--- src/rtl/calc_req_arbiter.sv ---
// calc_req_arbiter: round-robin sharing of one calc datapath among NUM_REQ requesters with in-order result return.
// Ports: clk/rstn (sync active-low); req_valid/req_a/req_b/req_op in, req_stall out (requester side);
// rsp_valid/rsp_c out, rsp_stall in (result side); calc_a/calc_b/calc_op/calc_ivalid out,
// calc_ostall in (calc issue side); calc_c/calc_ovalid in, calc_istall out (calc result side);
// inflight = tag FIFO occupancy; err_unexp_rsp = sticky flag for a calc result with no owner.
module calc_req_arbiter #(
    parameter int NUM_REQ   = 4,
    parameter int DATA_W    = 32,
    parameter int OP_W      = 2,
    parameter int TAG_DEPTH = 8
) (
    input  logic                          clk,
    input  logic                          rstn,
    input  logic [NUM_REQ-1:0]            req_valid,
    input  logic [NUM_REQ*DATA_W-1:0]     req_a,
    input  logic [NUM_REQ*DATA_W-1:0]     req_b,
    input  logic [NUM_REQ*OP_W-1:0]       req_op,
    output logic [NUM_REQ-1:0]            req_stall,
    output logic [NUM_REQ-1:0]            rsp_valid,
    output logic [DATA_W-1:0]             rsp_c,
    input  logic [NUM_REQ-1:0]            rsp_stall,
    output logic [DATA_W-1:0]             calc_a,
    output logic [DATA_W-1:0]             calc_b,
    output logic [OP_W-1:0]               calc_op,
    output logic                          calc_ivalid,
    input  logic                          calc_ostall,
    input  logic [DATA_W-1:0]             calc_c,
    input  logic                          calc_ovalid,
    output logic                          calc_istall,
    output logic [$clog2(TAG_DEPTH):0]    inflight,
    output logic                          err_unexp_rsp
);
    localparam int IW = $clog2(NUM_REQ);
    localparam int AW = $clog2(TAG_DEPTH);
    localparam int CW = AW + 1;
    logic [IW-1:0] ptr, win, head;
    logic [IW-1:0] tags [TAG_DEPTH];
    logic [AW-1:0] wr, rd;
    logic found, slot_free, grant, hit, pop;
    // first requesting index at or after the rr pointer, wrapping at NUM_REQ
    always_comb begin
        found = 1'b0;
        win = '0;
        for (int k = 0; k < NUM_REQ; k++)
            if (!found && req_valid[(int'(ptr) + k) % NUM_REQ]) begin
                found = 1'b1;
                win = IW'((int'(ptr) + k) % NUM_REQ);
            end
    end
    // occupancy is checked before any same-cycle pop so a full FIFO never over-issues
    assign slot_free   = !calc_ivalid || !calc_ostall;
    assign grant       = slot_free && (inflight < CW'(TAG_DEPTH)) && found;
    assign req_stall   = grant ? ~(NUM_REQ'(1) << win) : '1;
    assign head        = tags[rd];
    assign hit         = calc_ovalid && (inflight != '0);
    assign rsp_valid   = hit ? (NUM_REQ'(1) << head) : '0;
    assign rsp_c       = calc_c;
    assign calc_istall = hit && rsp_stall[head];
    assign pop         = hit && !rsp_stall[head];
    always_ff @(posedge clk) begin
        if (!rstn) begin
            calc_ivalid   <= 1'b0;
            calc_a        <= '0;
            calc_b        <= '0;
            calc_op       <= '0;
            ptr           <= '0;
            wr            <= '0;
            rd            <= '0;
            inflight      <= '0;
            err_unexp_rsp <= 1'b0;
        end else begin
            if (slot_free) begin
                calc_ivalid <= grant;
                if (grant) begin
                    calc_a  <= req_a[win*DATA_W +: DATA_W];
                    calc_b  <= req_b[win*DATA_W +: DATA_W];
                    calc_op <= req_op[win*OP_W +: OP_W];
                end
            end
            if (grant) begin
                wr  <= wr + AW'(1);
                ptr <= (win == IW'(NUM_REQ - 1)) ? '0 : win + IW'(1);
            end
            if (pop)
                rd <= rd + AW'(1);
            inflight <= inflight + CW'(grant) - CW'(pop);
            if (calc_ovalid && inflight == '0)
                err_unexp_rsp <= 1'b1;
        end
    end
    always_ff @(posedge clk)
        if (grant)
            tags[wr] <= win;
endmodule

--- config.mk ---
export PLATFORM = sky130hd
export DESIGN_NAME = calc_req_arbiter
export DESIGN_NICKNAME = d
export VERILOG_FILES = /design/src/rtl/calc_req_arbiter.sv
export SDC_FILE = /design/constraint.sdc
export NUM_CORES = 1
export LEC_CHECK = 0
export BUFFER_PORTS_ARGS = -buffer_cell sky130_fd_sc_hd__buf_2
export CAP_MARGIN = 0
export CORE_AREA = 5 5 159 161
export CTS_BUF_LIST = sky130_fd_sc_hd__clkbuf_16
export DETAILED_ROUTE_END_ITERATION = 12
export DIE_AREA = 0 0 164 166
export HOLD_SLACK_MARGIN = 0.02
export SYNTH_ARGS = -nofsm -noshare
export SYNTH_HDL_FRONTEND = slang
export SYNTH_SLANG_ARGS = --single-unit
--- constraint.sdc ---
create_clock -name clk -period 3.9 [get_ports clk]
set_input_delay 0.585 -clock clk [delete_from_list [all_inputs] [get_ports clk]]
set_output_delay 0.585 -clock clk [all_outputs]
set_load 0.01 [all_outputs]
==> results of run 1 <==
==> per-stage QoR <==
step                      hold WS (ns)  total power, mW
after floorplan                  0.455             2.96
after global placement           0.446             3.65
after detailed placement         0.454             3.68
after CTS                        0.471             4.55
after global routing             0.494             4.80
final                            0.463             4.46
==> state kept, by name, summed over array words and instances (netlist names), named ones only <==
| register | count |
|---|---|
| rd | 3 |
| wr | 3 |
| ptr | 2 |
| tags | 16 |
| err_unexp_rsp | 1 |
| calc_op | 2 |
| calc_ivalid | 1 |
| calc_b | 32 |
| calc_a | 32 |
| inflight | 4 |
==> how the worst min path moves through the flow <==
stage,start,end,cells after the start
floorplan,rd[2],register,2
global placement,calc_b[21],calc_b[21],2
finish,calc_b[11],calc_b[11],2
detailed placement,calc_b[22],calc_b[22],2
global route,calc_b[22],calc_b[22],2
CTS,calc_b[22],calc_b[22],2
==> layer usage <==
| layer | wire length, um | vias to the layer above |
|---|---|---|
| met5 | 0 | - |
| met3 | 1510 | 16 |
| met4 | 231 | 0 |
| met2 | 9250 | 205 |
| met1 | 7840 | 2331 |
| li1 | - | 2598 |
==> cells by family (layout without fill, tap and decap cells) <==
logic type | after synthesis | in the layout | share of synthesized area (%)
AOI/OAI and AO/OA | 150 | 150 | 18.2
adders and majority gates | 11 | 11 | 2.59
muxes | 143 | 143 | 26.6
and+or+nand+nor | 62 | 62 | 5.89
buffers and inverters | 79 | 385 | 7.69
DFF | 99 | 99 | 38.2
xor gates and xnor gates | 5 | 5 | 0.915
==> critical path: stages, from the launching register on <==
cell     delay, ns
dfxtp_1       0.51
mux2_1        0.36
mux4_2        0.51
mux4_2        0.53
and2_1        0.20
buf_2         0.13
==> cells in the final DEF, fill, tap and decap left out, drive strengths merged <==
master	n
and2	12
o21ai	72
dfxtp	83
a21boi	4
clkinvlp	1
fa	1
nor4	1
xor2	3
nand2	22
nor3b	2
o22a	1
nor2b	6
and3	1
nor4b	2
a21oi	4
a21o	2
inv	11
clkinv	1
nand2b	2
mux2	5
edfxtp	16
mux2i	134
nand3	3
a31oi	1
nor2	9
a2bb2oi	66
mux4	4
buf	363
clkbuf	9
xnor2	2
ha	10
nor3	2
==> cell type report <==
cell class	count	area (um^2)	area share [%]
inverter	6	22.5	0.290
clock inverter	7	43.8	0.564
sequential	99	2140	27.6
multi-input combinational	371	3060	39.4
clock buffer	9	225	2.90
timing repair buffer	363	1870	24.1
tap	324	405	5.22
==> power by group through the flow <==
| stage | Sequential, mW | Clock (mW) | Combinational (mW) |
|---|---|---|---|
| 4_1_cts | 1.56 | 0.885 | 2.11 |
| 3_5_place_dp | 1.57 | 0 | 2.11 |
| 2_1_floorplan | 1.66 | 0 | 1.30 |
| 3_3_place_gp | 1.57 | 0 | 2.08 |
| 6_report | 1.56 | 0.843 | 2.06 |
| 5_1_grt | 1.60 | 0.929 | 2.28 |
==> impl_metrics.env, run 1 <==
export IMPL_clockBufferDepth=2
export IMPL_grt_max_degree=71
export IMPL_grt_pass1_vias=5304
export IMPL_yosys_area_top_type="dfxtp_1"
export IMPL_die_x_um=164
export IMPL_grtUsageMet1_pct=16.2
export IMPL_finalNonFillerCells=1179
export IMPL_synth_edf_count=16
export IMPL_gr_total_overflow=0
export IMPL_gr_usage_met2_pct=22.5
export IMPL_htreeDepth=3
export IMPL_die_h_um=166
export IMPL_cts_resized=0
export IMPL_synth_warnings=0
export IMPL_fin_area_mm2=0.00777
export IMPL_crit_path_end="calc_istall"
export IMPL_slew_viol_final=0
export IMPL_finalSetupViolCount=0
export IMPL_ios=421
export IMPL_ir_worst_vdd_mv=0.176
export IMPL_ant_nets=0
export IMPL_cts_buffers=9
export IMPL_n_antenna_cell=0
export IMPL_synthArstFlopShare_pct=0
export IMPL_ff2ff_setup_slack_ns=0.73
export IMPL_end_kind="output pin"
export IMPL_period_share_pct=81.4
export IMPL_worstHoldPathType="register to register"
export IMPL_power_internal_mw=2.79
export IMPL_track_usage_pct=13.2
export IMPL_path_max_fanout=6
export IMPL_netlist_area_mm2=0.00561
export IMPL_status="completed"
export IMPL_core_area_mm2=0.0238
export IMPL_finalHoldViolCount=0
export IMPL_clkTransAtPathRegs_ns=0.07
export IMPL_areaGrowthSynthToFinish_pct=38.4
export IMPL_final_util_pct=32.6
export IMPL_cts_root_buffer="clkbuf_16"
export IMPL_fillers=2549
export IMPL_cap_violations=0
export IMPL_pre_cts_slack_ns=0.716
export IMPL_p_leak_nw=3.70
export IMPL_cellPowerDensity_mw_per_mm2=575
export IMPL_antenna_found_initial=1
export IMPL_cp_arrival_ns=2.59
export IMPL_r2r_end="inflight[2]"
export IMPL_post_dp_cell_area_mm2=0.00750
export IMPL_dp_cells=1163
export IMPL_cts_sinks=99
export IMPL_grt_pass1_wl_mm=28.5
export IMPL_start_util_pct=23.6
export IMPL_drc_errors=0
export IMPL_power_switching_mw=1.67
export IMPL_num_rows=57
export IMPL_comb_power_share_pct=46.3
export IMPL_ys_ff_latch=99
export IMPL_firstDrtPassIters=4
export IMPL_vias_per_cell=4.37
export IMPL_synthMostInstantiatedCell="mux2i_1"
export IMPL_p_sw_share_pct=37.5
export IMPL_portBuffers=356
export IMPL_layout_nets=1169
export IMPL_r2r_cells=9
export IMPL_worstSkewPairLatency_ns=0.34
export IMPL_die_area_mm2=0.0272
export IMPL_drive_gt1_share_pct=45.7
export IMPL_vias=5150
export IMPL_fin_crit_ns=3.18
export IMPL_synth_distinct_cells=40
export IMPL_wl_per_cell_um=16.0
export IMPL_criticalPathCategory="register to output pin"
export IMPL_skew_ns=0.00793
export IMPL_max_freq_mhz=315
export IMPL_routed_wirelength_mm=18.8
export IMPL_fin_ws_ns=0.724
export IMPL_yosys_area_top_type_share_pct=29.6
export IMPL_maxSlewHeadroom_pct=44.6
export IMPL_synth_common_cells="134 x mux2i_1, 83 x dfxtp_1, 66 x a2bb2oi_1"
export IMPL_grt_util_met3_pct=4.22
export IMPL_p_seq_share_pct=34.9
export IMPL_crit_path_start_kind="register"
export IMPL_dp_hpwl_mm=15.1
export IMPL_gp_congestion=0.774
export IMPL_syn_inst=549
export IMPL_yosysSeqAreaShare_pct=38.2
export IMPL_cts_tree="built"
export IMPL_synthTopCellsByArea="dfxtp_1 30%, mux2i_1 24%, a2bb2oi_1 10%"
export IMPL_tightest_slew_ns=0.828
export IMPL_syn_avg_cell_area_um2=10.2
export IMPL_p_clk_share_pct=18.9
export IMPL_synthesis_nets=868
export IMPL_required_ns=3.31
export IMPL_synthFlopType="dfxtp_1"
export IMPL_grt_busiest_layer="met2"
export IMPL_rsz0062_at_grt="false"
export IMPL_drtIter0Drc=160
export IMPL_hold_buffers=0
export IMPL_timing_setup_tns_ns=0
export IMPL_cts_setup_buffers=0
Power figures use the tool's default switching activity.
==> run 2: changes to the inputs <==
--- a/config.mk
+++ b/config.mk
@@ -7,10 +7,10 @@
 export LEC_CHECK = 0
 export BUFFER_PORTS_ARGS = -buffer_cell sky130_fd_sc_hd__buf_2
 export CAP_MARGIN = 0
-export CORE_AREA = 5 5 159 161
+export CORE_AREA = 5 5 162 164
 export CTS_BUF_LIST = sky130_fd_sc_hd__clkbuf_16
 export DETAILED_ROUTE_END_ITERATION = 12
-export DIE_AREA = 0 0 164 166
+export DIE_AREA = 0 0 167 169
 export HOLD_SLACK_MARGIN = 0.02
 export SYNTH_ARGS = -nofsm -noshare
 export SYNTH_HDL_FRONTEND = slang
==> constraint.sdc (replaced) <==
create_clock -name clk -period 2.6 [get_ports clk]
set_input_delay 0.39 -clock clk [delete_from_list [all_inputs] [get_ports clk]]
set_output_delay 0.39 -clock clk [all_outputs]
set_load 0.01 [all_outputs]
==> run 2 against run 1 <==
  * The flow now finishes with violations (negative setup slack)
  * Die area up 3.7%
  * Clock skew up 0.0034 ns
  * Cell count up 3.1%
  * Global-route usage down 0.057 points
  * Setup slack worse by 0.98 ns
  * Worst hold slack worse by 0.17 ns
  * First-iteration DRC count up 21%
  * Largest power group unchanged
  * Count of clock-buffer cells in the layout unchanged
  * Wire length up 3.5%
  * Sequential power up 49%
  * Critical path depth up 4
  * Utilization up 0.33 points
==> impl_metrics.env, run 2 (same netlist as run 1, synthesis figures left out) <==
export IMPL_min_from="req_a[53]"
export IMPL_p_clk_share_pct=18.8
export IMPL_vias=5347
export IMPL_cts_sinks=99
export IMPL_dp_hpwl_mm=15.7
export IMPL_drive_gt1_share_pct=49.5
export IMPL_core_area_mm2=0.0247
export IMPL_cellPowerDensity_mw_per_mm2=886
export IMPL_grt_pass1_vias=5539
export IMPL_fillers=2569
export IMPL_fin_ws_ns=-0.255
export IMPL_grt_max_degree=37
export IMPL_cts_tree="built"
export IMPL_comb_power_share_pct=49.0
export IMPL_criticalPathCategory="register to register"
export IMPL_crit_slowest_cell="mux4_2"
export IMPL_final_util_pct=32.9
export IMPL_ff_latch_area_mm2=0.00215
export IMPL_antenna_found_initial=0
export IMPL_reg_top3="calc_a x32, calc_b x32, tags x16"
export IMPL_required_ns=2.85
export IMPL_cap_violations=0
export IMPL_path_max_fanout=5
export IMPL_p_sw_share_pct=37.6
export IMPL_firstDrtPassIters=4
export IMPL_critPathTopFamily="multiplexers"
export IMPL_finalHoldViolCount=0
export IMPL_gp_congestion=0.795
export IMPL_portBuffers=356
export IMPL_start_util_pct=22.7
export IMPL_crit_buf_inv=1
export IMPL_p_seq_share_pct=32.3
export IMPL_track_usage_pct=13.1
export IMPL_fin_crit_ns=2.86
export IMPL_skew_ns=0.0113
export IMPL_htreeDepth=3
export IMPL_violations="negative setup slack"
export IMPL_wl_per_cell_um=16.0
export IMPL_ant_nets=0
export IMPL_slew_viol_final=0
export IMPL_finalNonFillerCells=1216
export IMPL_power_mw=7.22
export IMPL_layout_common_cells="354 x buf_2, 134 x mux2i_1, 82 x dfxtp_1"
export IMPL_tightest_slew_ns=0.777
export IMPL_die_area_mm2=0.0282
export IMPL_hold_slack_ns=0.296
export IMPL_crit_path_start_kind="register"
export IMPL_p_leak_nw=3.89
export IMPL_maxSlewHeadroom_pct=47.5
export IMPL_ios=421
export IMPL_power_internal_mw=4.51
export IMPL_n_antenna_cell=0
export IMPL_clkTransAtPathRegs_ns=0.08
export IMPL_num_rows=58
export IMPL_hold_buffers=0
export IMPL_areaGrowthSynthToFinish_pct=45.3
export IMPL_vias_per_cell=4.40
export IMPL_power_switching_mw=2.72
export IMPL_cts_root_buffer="clkbuf_16"
export IMPL_worstHoldPathType="input port to register"
export IMPL_layout_commonest_cell="buf_2"
export IMPL_max_freq_mhz=350
export IMPL_rsz0062_at_grt="true"
export IMPL_ir_worst_vdd_mv=0.407
export IMPL_worstSkewPairLatency_ns=0.35
export IMPL_gr_total_overflow=0
export IMPL_multi_input_area_mm2=0.00315
export IMPL_finalSetupViolCount=4
export IMPL_routed_wirelength_mm=19.5
export IMPL_cpPeakStageDelay_ns=0.53
export IMPL_status="finished, violations left"
export IMPL_dp_cells=1195
export IMPL_die_h_um=169
export IMPL_layout_nets=1200
export IMPL_period_share_pct=110
export IMPL_cp_arrival_ns=3.11
export IMPL_drtIter0Drc=194
export IMPL_cpMostUsedCell="mux4_2"
export IMPL_crit_chain="mux2_4 > mux4_2 > mux4_2 > nor2_8 > nand2_4 > buf_4 > fa_2 > xor2_1 > and2_1"
export IMPL_drc_errors=0
export IMPL_end_kind="register"
export IMPL_cts_buffers=9
export IMPL_clockBufferDepth=2
export IMPL_grt_pass1_wl_mm=29.6
export IMPL_die_x_um=167
==> run 2: metal layers <==
| layer | routed length (um) | track usage [%] | part of all wire [%] |
|---|---|---|---|
| met1 | 8170 | 16.4 | 42 |
| met3 | 1470 | 3.48 | 7.6 |
| met4 | 188 | 3.98 | 0.96 |
| met2 | 9660 | 22.2 | 50 |
| met5 | 0 | 0 | 0 |
==> run 2: metrics by stage <==
stage	TNS, ns	setup WS (ns)	area (um^2)
6_report	-0.918	-0.255	8150
5_1_grt	-1.44	-0.334	8150
4_1_cts	-0.915	-0.249	8080
3_5_place_dp	-0.957	-0.325	7750
3_3_place_gp	-0.924	-0.312	7750
2_1_floorplan	-0.832	-0.304	5640
==> run 2: final timing paths <==
kind                               endpoint  slack [ns]  cells after the start
worst min register to register   calc_b[31]        0.47                      2
worst max register to register  inflight[2]       -0.26                      9
worst max-delay path            inflight[2]       -0.26                      9
worst min-delay path             calc_a[21]        0.30                      3
==> run 2: worst reg2reg max path, stage by stage, from the launching register on <==
cell and delay (ns):
dfxtp_4 0.40, mux2_4 0.30, mux4_2 0.50, mux4_2 0.53, nor2_8 0.15, nand2_4 0.07
buf_4 0.17, fa_2 0.34, xor2_1 0.14, and2_1 0.15
==> run 2: power by group through the flow <==
stage / sequential, mW / clock [mW] / combinational [mW]
floorplan: 2.49 / 0 / 1.99
global placement: 2.34 / 0 / 3.38
detailed placement: 2.36 / 0 / 3.41
CTS: 2.34 / 1.41 / 3.48
global route: 2.40 / 1.48 / 3.87
finish: 2.33 / 1.36 / 3.54
==> run 2: layout make-up <==
type                       count  share of cell area, %
clock buffer                   9                   2.76
inverter                       6                  0.276
clock inverter                 7                  0.844
multi-input combinational    371                   38.6
timing repair buffer         394                   26.1
tap                          330                   5.07
sequential                    99                   26.3
==> run 2: what timing repair did <==
action,in CTS,in global routing
buffers inserted,2,3
pin swaps,3,4
endpoints found under the setup margin,4,7
gates resized for setup,5,9
==> run 3: changes to the inputs <==
--- a/config.mk
+++ b/config.mk
@@ -7,11 +7,11 @@
 export LEC_CHECK = 0
 export BUFFER_PORTS_ARGS = -buffer_cell sky130_fd_sc_hd__buf_2
 export CAP_MARGIN = 0
-export CORE_AREA = 5 5 162 164
+export CORE_AREA = 5 5 159 161
 export CTS_BUF_LIST = sky130_fd_sc_hd__clkbuf_16
 export DETAILED_ROUTE_END_ITERATION = 12
-export DIE_AREA = 0 0 167 169
-export HOLD_SLACK_MARGIN = 0.02
+export DIE_AREA = 0 0 164 166
+export HOLD_SLACK_MARGIN = 0.06
 export SYNTH_ARGS = -nofsm -noshare
 export SYNTH_HDL_FRONTEND = slang
 export SYNTH_SLANG_ARGS = --single-unit
==> constraint.sdc (replaced) <==
create_clock -name clk -period 2.85 [get_ports clk]
set_input_delay 0.4275 -clock clk [delete_from_list [all_inputs] [get_ports clk]]
set_output_delay 0.4275 -clock clk [all_outputs]
set_load 0.01 [all_outputs]
==> run 3 against run 2 <==
  * The flow now finishes without violations
  * Wire length up 0.52%
  * Count of clock-buffer cells in the layout is the same
  * Global-route usage is 0.87 points higher
  * Register-to-register slack gained 0.26 ns
  * Sequential power fell by 8.6%
  * Combinational power fell by 12%
  * Critical endpoint unchanged
==> impl_metrics.env, run 3 (same netlist as run 1, synthesis figures left out) <==
export IMPL_start_util_pct=23.6
export IMPL_path_max_fanout=5
export IMPL_fillers=2526
export IMPL_end_kind="register"
export IMPL_fin_ws_ns=0.00491
export IMPL_cts_sinks=99
export IMPL_dp_hpwl_mm=16.1
export IMPL_wl_per_cell_um=16.3
export IMPL_status="completed"
export IMPL_gp_congestion=0.839
export IMPL_areaGrowthSynthToFinish_pct=44.0
export IMPL_cp_arrival_ns=3.10
export IMPL_required_ns=3.10
export IMPL_gr_total_overflow=0
export IMPL_ant_nets=0
export IMPL_grt_pass1_wl_mm=30.2
export IMPL_cts_root_buffer="clkbuf_16"
export IMPL_antenna_found_initial=2
export IMPL_slew_viol_final=0
export IMPL_portBuffers=356
export IMPL_cpMostUsedCell="mux4_2"
export IMPL_worstSkewPairLatency_ns=0.35
export IMPL_period_share_pct=99.8
export IMPL_cellPowerDensity_mw_per_mm2=805
export IMPL_firstDrtPassIters=4
export IMPL_core_area_mm2=0.0238
export IMPL_drtIter0Drc=172
export IMPL_track_usage_pct=14.0
export IMPL_layout_nets=1190
export IMPL_crit_buf_inv=0
export IMPL_min_from="req_a[53]"
export IMPL_skew_ns=0.0133
export IMPL_ir_worst_vdd_mv=0.291
export IMPL_layout_commonest_cell="buf_2"
export IMPL_worstHoldPathType="input port to register"
export IMPL_cts_tree="built"
export IMPL_fin_crit_ns=2.85
export IMPL_vias_per_cell=4.44
export IMPL_grt_pass1_vias=5573
export IMPL_drive_gt1_share_pct=48.6
export IMPL_pre_cts_slack_ns=-0.0543
export IMPL_routed_wirelength_mm=19.6
export IMPL_tightest_slew_ns=0.664
export IMPL_rsz0062_at_grt="true"
export IMPL_die_area_mm2=0.0272
export IMPL_reg_top3="calc_a x32, calc_b x32, tags x16"
export IMPL_cts_buffers=9
export IMPL_drc_errors=0
export IMPL_clockBufferDepth=2
export IMPL_hold_buffers=0
export IMPL_crit_path_start_kind="register"
export IMPL_ios=421
export IMPL_maxSlewHeadroom_pct=55.7
export IMPL_crit_slowest_cell="mux4_2"
export IMPL_crit_chain="mux2_4 > mux4_2 > mux4_2 > o21ai_2 > nand2_4 > ha_4 > fa_2 > xor2_1 > and2_1"
export IMPL_finalSetupViolCount=0
export IMPL_cap_violations=0
export IMPL_die_x_um=164
export IMPL_htreeDepth=3
export IMPL_grt_max_degree=67
export IMPL_die_h_um=166
export IMPL_timing_setup_tns_ns=0
export IMPL_criticalPathCategory="register to register"
export IMPL_clkTransAtPathRegs_ns=0.08
export IMPL_critPathTopFamily="multiplexers"
export IMPL_max_freq_mhz=351
export IMPL_num_rows=57
export IMPL_layout_common_cells="356 x buf_2, 134 x mux2i_1, 82 x dfxtp_1"
export IMPL_finalHoldViolCount=0
export IMPL_vias=5333
export IMPL_p_leak_nw=3.85
export IMPL_cpPeakStageDelay_ns=0.53
[run 3: cell types whose count changed in the layout (fill, tap and decap cells not counted), moves of 2 or more]
| cell | before | now |
|---|---|---|
| buf_12 | 4 | 6 |
| buf_2 | 354 | 356 |
| buf_4 | 34 | 22 |
| buf_6 | 2 | 0 |
| clkinv_8 | 1 | 3 |
[run 3: layout make-up]
type                       count  area, um^2  share of cell area [%]
clock inverter                 7        83.8                    1.04
timing repair buffer         384        2070                    25.6
inverter                       6        22.5                   0.279
multi-input combinational    371        3130                    38.7
sequential                    99        2150                    26.6
tap                          324         405                    5.02
antenna                        1        2.50                  0.0310
clock buffer                   9         225                    2.79
[run 3: worst paths after layout]
kind / endpoint / slack (ns) / depth (start not counted)
worst max register to register: inflight[2] / 0.005 / 9
worst min-delay path: calc_a[21] / 0.34 / 3
worst min register to register: calc_a[31] / 0.47 / 2
worst max-delay path: inflight[2] / 0.005 / 9
[run 3: timing repair]
item | in CTS | in global routing
buffers inserted | 1 | 0
resized for setup | 1 | 7
endpoints found under the setup margin | 4 | 4
gates cloned | 0 | 0
endpoints found under the hold margin | 0 | 0
pin swaps | 2 | 5
[run 3: layer usage]
| layer | vias up | routed length (um) | GRT usage [%] |
|---|---|---|---|
| met1 | 2446 | 8170 | 17.4 |
| met4 | 2 | 412 | 4.01 |
| met3 | 27 | 1610 | 4.62 |
| li1 | 2635 | - | - |
| met2 | 223 | 9380 | 23.2 |
| met5 | - | 20 | 0 |
[run 3: stage by stage]
| step | hold slack (ns) | util (%) | cell area [um^2] | std cells | power (mW) |
|---|---|---|---|---|---|
| final | 0.338 | 33.9 | 8080 | 1201 | 6.51 |
| after global routing | 0.335 | 33.9 | 8080 | 1201 | 7.00 |
| after CTS | 0.311 | 33.7 | 8040 | 1200 | 6.56 |
| after detailed placement | 0.452 | 32.4 | 7720 | 1183 | 5.25 |
| after global placement | 0.445 | 32.4 | 7720 | 1183 | 5.21 |
| after floorplan | 0.455 | - | 5640 | 549 | 4.08 |
[run 3: power by group]
| group | internal, mW | total (mW) | switching (mW) | leakage [nW] |
|---|---|---|---|---|
| logic | 1.56 | 3.13 | 1.57 | 2.87 |
| clock network | 0.626 | 1.24 | 0.618 | 0.150 |
| registers | 1.87 | 2.13 | 0.260 | 0.833 |
| total | 4.06 | 6.51 | 2.44 | 3.85 |
[run 3: worst reg2reg max path: stages, from the launching register on]
cell and delay, ns:
dfxtp_4 0.40, mux2_4 0.30, mux4_2 0.49, mux4_2 0.53, o21ai_2 0.19, nand2_4 0.07
ha_4 0.16, fa_2 0.33, xor2_1 0.14, and2_1 0.15
